==> src/rtl/multdiv_sched.sv <==
// -----------------------------------------------------------------------------
// multdiv_sched
//
// Sequences the shared multi-cycle multiply/divide unit for the pipelined core.
// A MULT or DIV from execute is latched, a one-cycle start pulse is sent to the
// unit, and the pipeline is stalled until the unit answers or a timeout fires.
// The outcome retires to writeback as a one-cycle wb_valid strobe.
//
// Ports:
//   clock, reset           clock (rising edge), async active-low reset
//   op_valid, is_mult,     instruction offered by execute; accepted only when
//   is_div                 exactly one of is_mult/is_div is set
//   operand_a, operand_b   rs/rt values, latched on accept
//   dest_reg               destination register, latched on accept
//   flush                  aborts an operation in ISSUE or WAIT
//   md_ready, md_result,   unit completion, result and exception flag
//   md_exception
//   md_ctrl_mult/div       one-cycle start pulses to the unit
//   md_data_a/b            latched operands, stable for the whole operation
//   stall                  combinational pipeline freeze
//   busy                   state is not IDLE
//   wb_valid, wb_data,     writeback strobe and held result fields
//   wb_reg, wb_exception
//   dbg_state              current FSM state (IDLE=0, ISSUE=1, WAIT=2, DONE=3)
//
// Handshake: execute offers an instruction by holding op_valid high; it is
// taken on the rising edge where op_valid & (is_mult ^ is_div) & ~flush is true
// in IDLE, and stall is high in that same cycle so execute does not advance
// past it. md_ready is a level qualifier on md_result/md_exception, sampled
// only in WAIT. wb_valid is a one-cycle strobe with no back-pressure.
// -----------------------------------------------------------------------------
module multdiv_sched #(
    parameter int MAX_CYCLES = 40,
    parameter int CNT_W      = 8
) (
    input  logic        clock,
    input  logic        reset,
    input  logic        op_valid,
    input  logic        is_mult,
    input  logic        is_div,
    input  logic [31:0] operand_a,
    input  logic [31:0] operand_b,
    input  logic [4:0]  dest_reg,
    input  logic        flush,
    input  logic        md_ready,
    input  logic [31:0] md_result,
    input  logic        md_exception,
    output logic        md_ctrl_mult,
    output logic        md_ctrl_div,
    output logic [31:0] md_data_a,
    output logic [31:0] md_data_b,
    output logic        stall,
    output logic        busy,
    output logic        wb_valid,
    output logic [31:0] wb_data,
    output logic [4:0]  wb_reg,
    output logic        wb_exception,
    output logic [1:0]  dbg_state
);

    typedef enum logic [1:0] {
        S_IDLE  = 2'd0,
        S_ISSUE = 2'd1,
        S_WAIT  = 2'd2,
        S_DONE  = 2'd3
    } state_t;

    localparam logic [CNT_W-1:0] CNT_LAST = CNT_W'(MAX_CYCLES - 1);

    state_t           state;
    logic [CNT_W-1:0] cnt;
    logic [4:0]       dest_q;
    logic             accept;

    // Setting both kind bits is malformed decode and is dropped, not guessed at.
    assign accept = op_valid & (is_mult ^ is_div) & ~flush;

    always_ff @(posedge clock or negedge reset) begin
        if (!reset) begin
            state        <= S_IDLE;
            cnt          <= '0;
            dest_q       <= '0;
            md_ctrl_mult <= 1'b0;
            md_ctrl_div  <= 1'b0;
            md_data_a    <= '0;
            md_data_b    <= '0;
            wb_valid     <= 1'b0;
            wb_data      <= '0;
            wb_reg       <= '0;
            wb_exception <= 1'b0;
        end else begin
            // Start pulses and the writeback strobe live for one cycle only.
            md_ctrl_mult <= 1'b0;
            md_ctrl_div  <= 1'b0;
            wb_valid     <= 1'b0;
            case (state)
                S_IDLE: begin
                    if (accept) begin
                        md_data_a    <= operand_a;
                        md_data_b    <= operand_b;
                        dest_q       <= dest_reg;
                        md_ctrl_mult <= is_mult;
                        md_ctrl_div  <= is_div;
                        cnt          <= '0;
                        state        <= S_ISSUE;
                    end
                end
                S_ISSUE: begin
                    // md_ready here belongs to an older operation; ignore it.
                    state <= flush ? S_IDLE : S_WAIT;
                end
                S_WAIT: begin
                    cnt <= cnt + 1'b1;
                    if (flush) begin
                        // Flush wins over a same-cycle md_ready.
                        state <= S_IDLE;
                    end else if (md_ready) begin
                        wb_data      <= md_result;
                        wb_exception <= md_exception;
                        wb_reg       <= dest_q;
                        wb_valid     <= 1'b1;
                        state        <= S_DONE;
                    end else if (cnt == CNT_LAST) begin
                        // Timeout retires as an exception with a zero result.
                        wb_data      <= '0;
                        wb_exception <= 1'b1;
                        wb_reg       <= dest_q;
                        wb_valid     <= 1'b1;
                        state        <= S_DONE;
                    end
                end
                S_DONE: begin
                    // Already committing, so flush is not examined here.
                    state <= S_IDLE;
                end
                default: state <= S_IDLE;
            endcase
        end
    end

    // stall drops in DONE so the instruction advances while its result retires.
    assign stall = ((state == S_IDLE) & accept) |
                   (state == S_ISSUE) |
                   ((state == S_WAIT) & ~flush);
    assign busy      = (state != S_IDLE);
    assign dbg_state = state;

endmodule

==> config.mk <==
export PLATFORM = sky130hd
export DESIGN_NAME = multdiv_sched
export DESIGN_NICKNAME = d
export VERILOG_FILES = /design/src/rtl/multdiv_sched.sv
export SDC_FILE = /design/constraint.sdc
export NUM_CORES = 1
export LEC_CHECK = 0
export ABC_CLOCK_PERIOD_IN_PS = 2000
export BUFFER_PORTS_ARGS = -buffer_cell sky130_fd_sc_hd__buf_4
export CORE_MARGIN = 3
export CORE_UTILIZATION = 46
export DETAILED_ROUTE_END_ITERATION = 8
export PLACE_DENSITY = 0.9
export SLEW_MARGIN = 20
export SYNTH_ARGS = -nofsm -noshare
export SYNTH_HDL_FRONTEND = slang
export SYNTH_SLANG_ARGS = --single-unit
==> constraint.sdc <==
create_clock -name clock -period 2 [get_ports clock]
set_clock_uncertainty 0.1 [all_clocks]
set_input_delay 0.2 -clock clock [delete_from_list [all_inputs] [get_ports clock]]
set_output_delay 0.2 -clock clock [all_outputs]
set_load 0.005 [all_outputs]
### Word level (Yosys, flattened, before mapping)

Cells that the tools add are included.

* add/subtract/negate cells: 1
* eq/ne operators: 6
* reductions and logical operators: 8
* multiplexer cells: 22
* bitwise logic cells: 8

Operator list (number)
* 2-to-1 mux 32 bit: 2
* case mux 8 bit (2 select lines): 1
* 2-to-1 mux 1 bit: 10
* 2-to-1 mux 2 bit: 5
* 2-to-1 mux 5 bit: 2
* adder 8 x 1 -> 8 bit (second input constant): 1
* == test 8 x 6 -> 1 bit (second input constant): 1
* 2-to-1 mux 8 bit: 1
* case mux 2 bit (4 select lines): 1
* AND reduction 2 bit: 3
* nonzero test 2 bit: 3
* AND 1 bit: 4
* == test 2 bit (second input constant): 2
* != test 4 bit (second input constant): 1
* AND reduction 3 bit: 1
* == test 2 x 1 -> 1 bit (second input constant): 1
* logical NOT 2 bit: 1
* != test 2 bit (second input constant): 1
* bitwise OR 1 bit: 2
* NOT 1 bit: 1
* bitwise XOR 1 bit: 1

* register bits after elaboration: 120
* output and inout port bits: 109

### Depth between registers and ports, before layout

Gate-level depths: netlist (run 1).

* depth after elaboration: 6
* mapped depth: 7
* gate-level depth less buffers: 6

### Worst setup path after synthesis (run 1)

OpenSTA, ideal clock, no wires.

* kind: register -> register
* start point: register cnt[0]
* end point: register wb_reg[0]
* cell stages (with the launch flop): 8
* setup time: 0.127 ns
* path buffers: 1
* data arrival time: 1.502 ns
* period minus slack after synthesis: 1.730 ns
* slack: 0.270 ns
* data required time: 1.773 ns
* cells stage by stage: dfrtp_1 -> ha_1 -> and3_1 -> a21oi_1 -> or2_1 -> buf_6 -> inv_4 -> mux2_1

* word-level cells in the longest chain between the ends: 3

RTL lines
* from (decl): line 71 `logic [CNT_W-1:0] cnt;`
* from (signal assigned): line 113 `cnt <= cnt + 1'b1;`
* == test 8 x 6 -> 1 bit: line 123 `end else if (cnt == CNT_LAST) begin`
* nonzero test 2 bit (no source line)
* AND reduction 3 bit (no source line)
* to (signal assigned): line 120 `wb_reg <= dest_q;`
* to (signal assigned): line 127 `wb_reg <= dest_q;`
* to (decl): line 56 `output logic [4:0] wb_reg,`

No other way between the ends.
A chain may end at the register's enable or synchronous reset.

### Worst setup path after layout (run 1)

* start point: register state[0], in the netlist dbg_state[0]
* end point: output busy

* word-level cells in the longest chain between the ends: 1

RTL lines
* from (decl): line 70 `state_t state;`
* from (signal assigned): line 110 `state <= flush ? S_IDLE : S_WAIT;`
* nonzero test 2 bit: line 145 `assign busy = (state != S_IDLE);`
* to (decl): line 53 `output logic busy,`

No other way between the ends.

==> key figures, run 1 <==
Run status
  • Status: completed

Power and ir drop
  • Leakage power figure: between 4 and 5 nW
  • Total Power: roughly 9.8 mW
  • Peak supply drop: 0.692 mV
  • Power Dens Cells: ~1200 mW/mm^2

Synthesis
  • Post-synth EDFFs: 0
  • Register bit count reported by yosys: 120
  • Cell taking the most area after synthesis: dfrtp_1
  • Yosys top cell area share: 66.4%
  • Post-synth cell types: 30
  • Top cells by count, synth: 120 x dfrtp_1, 69 x mux2_2, 32 x a22o_1, 10 x buf_2, 8 x nand3_1
  • Synth warn: 0
  • Synth top area cells: dfrtp_1 66%, mux2_2 17%, a22o_1 6.2%
  • Post-Synthesis Cells: a little under 300
  • Top-count cell post-synth: dfrtp_1
  • Mapped Area: between 0.004 and 0.005 mm^2
  • Syn avg cell area: 15.5 um^2
  • Synth Net Count: 402
  • Async set-reset flop share out of synthesis: between 90% and 100%
  • Main synth FF type: dfrtp_1
  • Sequential share of the synthesized area: between 60% and 70%

Floorplanning
  • Initial Util: between 40 and 50%
  • Num rows: 35
  • Full die area: 0.0111 mm^2
  • Die height: about 110 um
  • # IOs: roughly 220
  • Core area: around 0.0094 mm^2
  • Die Width: roughly 110 um

Job
  • Max Cap Violations: 0

Critical path
  • R2R depth: 6
  • CP endpoint kind: output port
  • WP buf/inv: 3
  • Worst path slowest cell: dfrtp_2
  • Critical path cell sequence: buf_4, buf_4, or2_2, buf_4
  • CP max stage delay: roughly 0.43 ns
  • CP most frequent cell: buf_4
  • Critical path peak fanout: 5
  • Critical path arrival: ~1.6 ns
  • Reg2reg setup slack: around 0.070 ns
  • Critical path type: reg -> out
  • Reg2reg start: dbg_state[0]
  • Worst r2r dst: wb_data[1]
  • Worst Path Required: around 1.7 ns
  • Critical path's top delay family: buffers and inverters
  • Startpoint class of the critical path: flip-flop
  • Critical Path Source: dbg_state[0]

Global route
  • Vias in the first global route: 4558
  • Gr ovfl total: 0
  • Total track usage: 29.3%
  • Largest net degree at the start of global routing: 49
  • First-pass GRT wire length: between 20 and 25 mm
  • Initial antenna violation count: 0

Detailed routing
  • Routed length per instance: 20.5 um
  • Via density: between 5 and 6
  • Pre-antenna DRT Iters: 4
  • Post-Route WL: ~16 mm
  • # DRC: 0
  • Vias: 4004
  • Post-detailed-route count of antenna-violating nets: 0
  • DRT iter0 DRCs: 235

Placed design
  • Port bufs: between 200 and 250
  • GP Congestion: approximately 0.78
  • Half-perimeter wire length after placement: 8.18 mm
  • Dpl cell area: 0.00632 mm^2
  • Dpl cells: 630

STA
  • Unrepaired setup endpoints after global routing: true
  • Final hold vios: 0
  • Max Clk Rate: just over 500 MHz
  • Least-Margin Pin Slew: around 0.52 ns
  • Period utilization: a little over nine tenths
  • Hold_ws: ~0.11 ns
  • Max-slew violations: 0
  • Clock period minus worst slack: between 1.5 and 2 ns
  • Finish-stage setup viols: 0
  • Max-slew headroom: about 66%

Finish
  • Nets: 748
  • Top flop regs: md_data_a: 32 flops, md_data_b: 32 flops, wb_data: 32 flops
  • Final core occ: just under 90%
  • # diodes: 0
  • Layout cells sized above 1: between 50% and 60%
  • Layout Cells excl Fill: 780
  • Syn-to-layout area delta: 82.1%
  • Fill cells: 390
  • Design Area, Final: ~0.0082 mm^2

Min path
  • Min-delay worst type: in -> async

CTS
  • Clock slew at reported path FFs: around 0.06 ns
  • H-tree levels: 4
  • Root Buffer: clkbuf_8
  • Clock sink count: between 100 and 150
  • Total CTS buffers: 17
  • Worst-Skew Late Latency: about 0.51 ns
  • Bufs on Longest Clock Path: 2
  • CTS tree: yes
## area by class of cell
cell class	instances	area, um^2	area share, %
sequential	120	3010	36.5
timing repair buffer	343	2970	36.0
multi-input combinational	152	1440	17.5
clock buffer	21	469	5.70
clock inverter	11	168	2.04
tap	129	161	1.96
inverter	4	17.5	0.213
## cells in the final DEF (no fill, tap or decap), drive strengths merged, types with 5 or more instances in the layout
| cell type | instances |
|---|---|
| a22o | 32 |
| buf | 231 |
| clkbuf | 22 |
| dfrtp | 120 |
| dlygate4sd3 | 108 |
| inv | 5 |
| mux2 | 74 |
| nand3 | 8 |
## kinds of logic after synthesis
family	count (synthesis)	share of synthesized area (%)
muxes	75	18.7
AOI/OAI and AO/OA	46	8.16
and+or+nand+nor	28	3.43
DFF	120	66.4
adders and majority gates	1	0.277
buffers and inverters	20	2.66
xor gates and xnor gates	2	0.388
## per-layer routing
layer  GRT usage, %  wire [um]
met1           32.8       5920
met5              0          0
met2           51.0       8390
met4           12.4        529
met3           9.94       1170
## power breakdown
part | total (mW) | internal [mW] | leakage, nW | switching, mW
sequential | 3.77 | 3.24 | 1.48 | 0.528
combinational | 2.77 | 1.83 | 2.25 | 0.938
clock | 3.26 | 2.16 | 0.310 | 1.10
## worst max path at each step
stage / to / slack, ns / cells after the start
3_3_place_gp: wb_reg[0] / 0.23 / 6
2_1_floorplan: wb_reg[0] / 0.27 / 7
5_1_grt: stall / -0.01 / 5
3_5_place_dp: wb_reg[2] / 0.15 / 6
4_1_cts: stall / 0.03 / 5
6_report: busy / 0.06 / 4
## through the flow
stage / TNS (ns) / setup slack (ns)
after floorplan: 0 / 0.270
after global placement: 0 / 0.230
after detailed placement: 0 / 0.148
after CTS: 0 / 0.0290
after global routing: -0.0119 / -0.0119
final: 0 / 0.0551
## timing repair
action	CTS	global route
gates cloned	3	0
pin swaps	1	2
hold buffers	108	0
gates resized for setup	5	6
setup endpoints to repair	1	11
hold endpoints to repair	182	0
buffers inserted	3	4
Power figures use the tool's default switching activity.
==> run 2: changes to the inputs <==
--- a/config.mk
+++ b/config.mk
@@ -7,9 +7,13 @@
 export LEC_CHECK = 0
 export ABC_CLOCK_PERIOD_IN_PS = 2000
 export BUFFER_PORTS_ARGS = -buffer_cell sky130_fd_sc_hd__buf_4
+export CAP_MARGIN = 20
+export CELL_PAD_IN_SITES_DETAIL_PLACEMENT = 0
+export CELL_PAD_IN_SITES_GLOBAL_PLACEMENT = 1
 export CORE_MARGIN = 3
-export CORE_UTILIZATION = 46
+export CORE_UTILIZATION = 36
 export DETAILED_ROUTE_END_ITERATION = 8
+export HOLD_SLACK_MARGIN = 0.08
 export PLACE_DENSITY = 0.9
 export SLEW_MARGIN = 20
 export SYNTH_ARGS = -nofsm -noshare
==> run 2 against run 1 <==
  * Worst setup slack better by 0.020 ns
  * Cell area down 3.0%
  * Total power down 8.3%
  * Sequential power down 1%
  * Sequential cell count unchanged
  * Register-to-register slack better by 0.04 ns
  * Largest cell class unchanged
  * Highest routed layer unchanged
==> key figures, run 2 (synthesized netlist as in run 1, its figures left out) <==
Run status
  • Status: completed (unchanged)

Finish
  • Fill cells: 886 (was 390)
  • Syn-to-layout area delta: 76.6% (was 82.1%)
  • Layout cells sized above 1: 51.3% (was 53.5%)
  • Top flop regs: md_data_a: 32 flops, md_data_b: 32 flops, wb_data: 32 flops (unchanged)
  • Commonest non-fill, non-tap cell in the layout: buf_4 (unchanged)
  • Nets: 737 (was 748)
  • Highest-count cells in the layout ignoring fill and taps: 220 x buf_4, 119 x dfrtp_1, 107 x dlygate4sd3_1 (was 228 x buf_4, 118 x dfrtp_1, 108 x dlygate4sd3_1)
  • # diodes: 0 (unchanged)

CTS
  • Bufs on Longest Clock Path: 2 (unchanged)
  • Clock slew at reported path FFs: 0.05 ns (was 0.06 ns)
  • CTS tree: yes (unchanged)
  • Worst-Skew Late Latency: 0.41 ns (was 0.51 ns)
  • Total CTS buffers: 17 (unchanged)
  • Clock sink count: 120 (unchanged)
  • Number of setup buffers added after CTS: 0 (was 3)
  • H-tree levels: 4 (unchanged)
  • Root Buffer: clkbuf_16 (was clkbuf_8)

Floorplanning
  • Core area: 0.0122 mm^2 (was 0.00942 mm^2)
  • Initial Util: 37.2% (was 48.0%)
  • Die Width: 118 um (was 105 um)
  • Num rows: 40 (was 35)
  • # IOs: 218 (unchanged)
  • Full die area: 0.0139 mm^2 (was 0.0111 mm^2)
  • Die height: 118 um (was 105 um)

Global route
  • Vias in the first global route: 4165 (was 4558)
  • Total track usage: 19.5% (was 29.3%)
  • Gr ovfl total: 0 (unchanged)
  • Initial antenna violation count: 0 (unchanged)
  • First-pass GRT wire length: 21.3 mm (was 25.0 mm)
  • Largest net degree at the start of global routing: 58 (was 49)

Detailed routing
  • Pre-antenna DRT Iters: 5 (was 4)
  • # DRC: 0 (unchanged)
  • Vias: 3786 (was 4004)
  • Routed length per instance: 16.5 um (was 20.5 um)
  • DRT iter0 DRCs: 143 (was 235)
  • Post-detailed-route count of antenna-violating nets: 0 (unchanged)
  • Via density: 4.70 (was 5.13)
  • Post-Route WL: 13.3 mm (was 16.0 mm)

Min path
  • Min-delay src: op_valid
  • Worst hold stages: 3
  • Min-delay worst type: in -> reg (was in -> async)
  • WHS Endpoint: dbg_state[0]

Power and ir drop
  • Total Power: 8.98 mW (was 9.79 mW)
  • Peak supply drop: 0.622 mV (was 0.692 mV)
  • Leakage power figure: 3.86 nW (was 4.03 nW)
  • Power Dens Cells: 1120 mW/mm^2 (was 1190 mW/mm^2)

Placed design
  • Port bufs: 217 (unchanged)
  • Half-perimeter wire length after placement: 8.37 mm (was 8.18 mm)
  • GP Congestion: 0.811 (was 0.779)
  • Dpl ws: 0.0962 ns (was 0.148 ns)

Critical path
  • Startpoint class of the critical path: flip-flop (unchanged)
  • Critical path arrival: 1.63 ns (was 1.64 ns)
  • Critical path type: reg -> out (unchanged)
  • Worst Path Required: 1.70 ns (about the same)
  • CP endpoint kind: output port (unchanged)
  • Critical path peak fanout: 23 (was 5)
  • Worst r2r dst: wb_data[26] (was wb_data[1])
  • Reg2reg start: cnt[0] (was dbg_state[0])
  • Reg2reg setup slack: 0.11 ns (was 0.07 ns)
  • R2R depth: 6 (unchanged)

STA
  • Max-slew violations: 0 (unchanged)
  • Max Clk Rate: 519 MHz (was 514 MHz)
  • Max-slew headroom: 67.3% (was 65.7%)
  • Final hold vios: 0 (unchanged)
  • Least-Margin Pin Slew: 0.490 ns (was 0.515 ns)
  • Period utilization: 96.3% (was 97.2%)
  • Worst Setup Slack, final: 0.0749 ns (was 0.0551 ns)
  • Clock period minus worst slack: 1.93 ns (was 1.94 ns)
  • Finish-stage setup viols: 0 (unchanged)

Job
  • Max Cap Violations: 0 (unchanged)
## run 2: layout make-up
type | instances | area (um^2) | share of cell area, %
timing repair buffer | 332 | 2820 | 35.3
tap | 168 | 210 | 2.63
clock buffer | 26 | 489 | 6.13
sequential | 120 | 3000 | 37.6
multi-input combinational | 152 | 1420 | 17.8
clock inverter | 4 | 20.0 | 0.251
inverter | 4 | 17.5 | 0.219
## run 2: how the worst max path moves through the flow
stage | startpoint | to | slack (ns) | cells after the start
global placement | cnt[0] | wb_data[16] | 0.11 | 6
CTS | flush | stall | 0.01 | 7
detailed placement | cnt[0] | wb_data[5] | 0.1 | 6
finish | dbg_state[0] | stall | 0.07 | 5
floorplan | cnt[0] | wb_reg[0] | 0.27 | 7
global route | dbg_state[0] | stall | -0.02 | 5
## run 2: repair_timing
item,4_1_cts,5_1_grt
hold endpoints to repair,226,0
hold buffers,107,0
endpoints found under the setup margin,1,33
resized for setup,2,6
pin swaps,1,1
cloned,0,0
## run 2: per-layer routing
metal	up-vias	routed length [um]	track usage, %
met2	141	7280	35.2
met3	31	657	5.96
met1	1867	4980	21.0
met4	0	361	8.42
met5	-	0	0
li1	1747	-	-
## run 2: critical path, cell delays in order, from the launching register on
cell	delay, ns
dfrtp_2	0.45
nor3_4	0.23
nand3_4	0.12
buf_12	0.19
nand3_1	0.11
buf_4	0.12
## run 2: metrics by stage
| step | utilization [%] | hold WS [ns] | std cells | cell area, um^2 | setup TNS, ns |
|---|---|---|---|---|---|
| 2_1_floorplan | - | -0.196 | 292 | 4520 | 0 |
| 3_3_place_gp | 52.4 | 0.0824 | 669 | 6370 | 0 |
| 3_5_place_dp | 52.4 | 0.0863 | 669 | 6370 | 0 |
| 4_1_cts | 65.4 | 0.0805 | 806 | 7960 | 0 |
| 5_1_grt | 65.6 | 0.109 | 806 | 7980 | -0.0215 |
| 6_report | 65.6 | 0.0925 | 806 | 7980 | 0 |
## run 2: report_power, final
group          internal (mW)  switching (mW)
Sequential              3.24           0.478
Combinational           1.78           0.867
Clock                   1.65           0.955
